--- src/rtl/fifo_read_streamer.sv ---
// Drains a synchronous FIFO into a valid/ready stream through a 2-entry skid buffer,
// frames the output into PKT_LEN-beat packets and latches FIFO underflow. Optional STREAM_STATS_EN adds beat/stall counters.
module fifo_read_streamer #(
  parameter int DATA_WIDTH = 16,
  parameter int PKT_LEN    = 8
) (
  input  logic                  clk,
  input  logic                  rst,
  input  logic [DATA_WIDTH-1:0] fifo_dout,
  input  logic                  fifo_empty,
  input  logic                  fifo_underflow,
  output logic                  fifo_rd_en,
  output logic [DATA_WIDTH-1:0] m_data,
  output logic                  m_valid,
  input  logic                  m_ready,
  output logic                  m_last,
`ifdef STREAM_STATS_EN
  output logic [31:0]           beat_total,
  output logic [31:0]           stall_cycles,
`endif
  output logic                  err_underflow
);

  typedef enum logic [1:0] {S0 = 2'd0, S1 = 2'd1, S2 = 2'd2} buf_state_t;

  localparam logic [15:0] LAST_IDX = 16'(PKT_LEN - 1);

  buf_state_t            state_q, state_d;
  logic [DATA_WIDTH-1:0] head_q, head_d;
  logic [DATA_WIDTH-1:0] tail_q, tail_d;
  logic                  inflight_q;
  logic [15:0]           beat_cnt_q, beat_cnt_d;
  logic                  err_q;
  logic                  pop;
  logic                  wr;
  logic [2:0]            credit;

  assign m_valid       = (state_q != S0);
  assign m_data        = head_q;
  assign m_last        = m_valid & (beat_cnt_q == LAST_IDX);
  assign err_underflow = err_q;
  assign pop           = m_valid & m_ready;
  assign wr            = inflight_q;

  // Occupancy the buffer will have once the in-flight word lands and this cycle's pop leaves.
  assign credit     = {1'b0, state_q} + {2'b00, inflight_q} - {2'b00, pop};
  assign fifo_rd_en = !rst & !fifo_empty & (credit < 3'd2);

  always_comb begin
    state_d    = state_q;
    head_d     = head_q;
    tail_d     = tail_q;
    beat_cnt_d = beat_cnt_q;
    case ({wr, pop})
      2'b10: begin
        case (state_q)
          S0: begin
            head_d  = fifo_dout;
            state_d = S1;
          end
          S1: begin
            tail_d  = fifo_dout;
            state_d = S2;
          end
          default: ;
        endcase
      end
      2'b01: begin
        head_d  = tail_q;
        state_d = (state_q == S2) ? S1 : S0;
      end
      2'b11: begin
        if (state_q == S2) begin
          head_d = tail_q;
          tail_d = fifo_dout;
        end else begin
          head_d = fifo_dout;
        end
      end
      default: ;
    endcase
    if (pop) begin
      beat_cnt_d = m_last ? 16'd0 : beat_cnt_q + 16'd1;
    end
  end

  always_ff @(posedge clk) begin
    if (rst) begin
      state_q    <= S0;
      head_q     <= '0;
      tail_q     <= '0;
      inflight_q <= 1'b0;
      beat_cnt_q <= 16'd0;
      err_q      <= 1'b0;
    end else begin
      state_q    <= state_d;
      head_q     <= head_d;
      tail_q     <= tail_d;
      inflight_q <= fifo_rd_en;
      beat_cnt_q <= beat_cnt_d;
      err_q      <= err_q | fifo_underflow;
    end
  end

`ifdef STREAM_STATS_EN
  logic [31:0] beat_total_q;
  logic [31:0] stall_cycles_q;

  assign beat_total   = beat_total_q;
  assign stall_cycles = stall_cycles_q;

  always_ff @(posedge clk) begin
    if (rst) begin
      beat_total_q   <= 32'd0;
      stall_cycles_q <= 32'd0;
    end else begin
      if (pop) beat_total_q <= beat_total_q + 32'd1;
      if (m_valid && !m_ready) stall_cycles_q <= stall_cycles_q + 32'd1;
    end
  end
`endif

endmodule

--- config.mk ---
export PLATFORM = sky130hd
export DESIGN_NAME = fifo_read_streamer
export DESIGN_NICKNAME = d
export VERILOG_FILES = /design/src/rtl/fifo_read_streamer.sv
export SDC_FILE = /design/constraint.sdc
export NUM_CORES = 1
export LEC_CHECK = 0
export BUFFER_PORTS_ARGS = -buffer_cell sky130_fd_sc_hd__buf_2
export CORE_UTILIZATION = 55
export DETAILED_ROUTE_END_ITERATION = 7
export PLACE_DENSITY = 0.91
export RECOVER_POWER = 25
export REMOVE_ABC_BUFFERS = 1
export SKIP_LAST_GASP = 1
export SYNTH_ARGS = -nofsm -noshare
export SYNTH_HDL_FRONTEND = slang
export SYNTH_SLANG_ARGS = --single-unit
--- constraint.sdc ---
create_clock -name clk -period 3.2 [get_ports clk]
set_input_delay 0.16 -clock clk [delete_from_list [all_inputs] [get_ports clk]]
set_output_delay 0.16 -clock clk [all_outputs]
set_load 0.005 [all_outputs]
==> impl_metrics.ini <==
[sta]
fin_crit_sh_pct = 90.8
drv_slew = 39
hold_viol_final = 0
hold_slack_ps = 19.7
tns_ps = 0
rsz0062_at_grt = no
worst_slack_ps = 293
period_needed_ps = 2910
finalSetupViolations = 0
slew_headroom_pct = -7.06
fmax_ghz = 0.344
fin_skew_ps = 7.84
worst_pin_slew_ps = 1610

[critical_path]
path_class = flop to output port
worstSetupStartpointType = flop
max_stage_delay_ps = 560
worst-path-buf-inv = 1
worst_path_max_delay_cell = dfxtp_1
crit_path_cell_trace = o21a_2 -> ha_1 -> or2b_1 -> fa_1 -> xor2_1 -> nor4b_1 -> buf_2
crit_family = adder cells
cp.required_ps = 3040
cp-end-kind = output port
arrival_ps = 2750
cp_max_fo = 11

[grt]
use_met1_pct = 28.4
busiest_layer = met2
antenna_found_initial = 0
gr-total-overflow = 0
grtUsageMet3_pct = 4.45
grt_use_total_pct = 22.4
grt_pass1_vias = 1674
grt_use_met2_pct = 38.0
grt_max_degree = 39
grt_pass1_wl_mm = 7.63

[power]
power.share.clock_pct = 21.5
finalPower_mw = 1.81
p_sw_share_pct = 35.5
seqPwrFrac_pct = 46.6
p_int_mw = 1.17
comb_power_share_pct = 31.9
switching_power_mw = 0.645
ir_worst_vdd_v = 0.000430
leakage_nw = 1.06
power_density_mw_per_mm2 = 693

[logic_synthesis]
yosysMostFrequentCell = dfxtp_1
synth_largest_area_cell = dfxtp_1
synth_cell_types = 40
synthTopCellsByArea = dfxtp_1 (45%), mux2i_1 (6.9%), a221oi_1 (6.0%), nor2_1 (5.7%), a211oi_1 (5.2%)
netlist_area_mm2 = 0.00232
synth_top_area_share_pct = 44.9
netlist_instances = 250
synth_top_flop_cell = dfxtp_1
ys_top_cells_by_count = dfxtp_1 (52), nor2_1 (35), inv_1 (20)
ys_warn_count = 0
async_flop_share_pct = 0
syn_area_per_cell_um2 = 9.28
ys_ff_latch = 52
synth-edff-count = 0
seq_area_frac_synth_pct = 44.9

[routing]
viasPerCell = 5.73
drt_first_pass_iters = 5
avgRoutedWirePerCell_um = 14.6
drc_errors = 0
num_vias = 1931
ant_nets = 0
drt_iter0_markers = 84
wl_mm = 4.92

[die]
die_x_um = 67.0
start_util_pct = 57.6
io_pins = 41
core.rowCount = 23
die-area_mm2 = 0.00448
core_mm2 = 0.00403
die_y_um = 67.0

[clocking]
clockBufferDepth = 2
clk_pin_slew_ps = 100
worstSkewPairLatency_ps = 310
cts_sinks = 52
cts_max_level = 2
clock-root-buffer = clkbuf_8
cts_tree = done
cts_buffers = 5
ctsHoldBuffers = 0

[outcome]
violations = max-capacitance violations, max-slew violations
status = finished with violations

[placed_design]
dp_slack_ps = 523
dpl.hpwl_mm = 3.32
routabilityCongestion = 0.841
io_buffers = 40

[flow_run]
maxCapViolations = 1

[hold_path]
hold_class = primary input to flop

[finish]
design.final.nets = 312
areaGrowthSynthToFinish_pct = 12.8
layout-drive-gt1-share_pct = 15.0
utilization_pct = 65.0
antenna_cells = 0
==> cell usage in the layout (no fill, tap or decap), types with 2 or more instances in the layout <==
| master | n |
|---|---|
| buf_4 | 3 |
| nor4b_1 | 2 |
| ha_1 | 4 |
| xor2_1 | 4 |
| nand2_1 | 7 |
| nor4_1 | 6 |
| xnor2_1 | 9 |
| nor3b_1 | 2 |
| a221oi_1 | 16 |
| nand3_1 | 4 |
| dfxtp_1 | 52 |
| buf_2 | 24 |
| inv_1 | 20 |
| nor2_1 | 35 |
| or3_1 | 3 |
| or2_2 | 2 |
| a21oi_1 | 8 |
| clkbuf_8 | 5 |
| a211oi_1 | 16 |
| mux2i_1 | 16 |
| clkbuf_1 | 16 |
| nor3_1 | 3 |
| nand4_1 | 5 |
| inv_6 | 2 |
| o21ai_0 | 3 |
| and4_1 | 3 |
==> through the flow <==
stage,instances,cell area (um^2)
6_report,337,2620
5_1_grt,337,2620
4_1_cts,337,2640
3_5_place_dp,329,2540
3_3_place_gp,329,2540
2_1_floorplan,236,2250
==> path summary, 6_finish.rpt <==
path	startpoint	endpoint	slack [ps]	cells after the start
worst max-delay path	state_q[1]	fifo_rd_en	290	7
worst min-delay path	fifo_empty	inflight_q	20	2
worst max register to register	state_q[1]	inflight_q	830	6
worst min register to register	m_data[11]	m_data[11]	460	2
==> cells by family after synthesis <==
logic type | after synthesis | share of synthesized area (%)
and+or+nand+nor | 80 | 18.1
DFF | 52 | 44.9
AOI/OAI and AO/OA | 48 | 15.2
buffers and inverters | 35 | 6.47
muxes | 17 | 7.49
xor gates and xnor gates | 13 | 4.91
adders and majority gates | 5 | 3.02
==> timing repair <==
action                     in CTS  in global routing
buffers inserted                0                  0
setup endpoints to repair       0                  1
resized for setup               0                  1
==> power groups by stage <==
stage          registers, mW  logic [mW]  clock network [mW]
3_3_place_gp           0.846       0.567                   0
2_1_floorplan          0.854       0.359                   0
6_report               0.846       0.579               0.390
4_1_cts                0.844       0.594               0.396
5_1_grt                0.863       0.652               0.430
3_5_place_dp           0.857       0.587                   0
==> final cells by class <==
cell class	instances	area, um^2
Clock buffer	5	68.8
Clock inverter	3	26.3
Fill cell	348	1410
Inverter	21	81.3
Multi-Input combinational cell	163	1130
Sequential cell	52	1040
Tap cell	50	62.6
Timing Repair Buffer	43	203
==> flip-flops by register name (all words and copies together) (netlist names) <==
| signal | flops |
|---|---|
| tail_q | 16 |
| m_data | 16 |
| beat_cnt_q | 16 |
| state_q | 2 |
| inflight_q | 1 |
| err_underflow | 1 |
==> per-layer routing <==
metal	part of all wire, %	routed length, um
met4	0.92	45
met5	0	0
met1	45	2200
met2	50	2450
met3	4.4	218
Power figures use the tool's default switching activity.
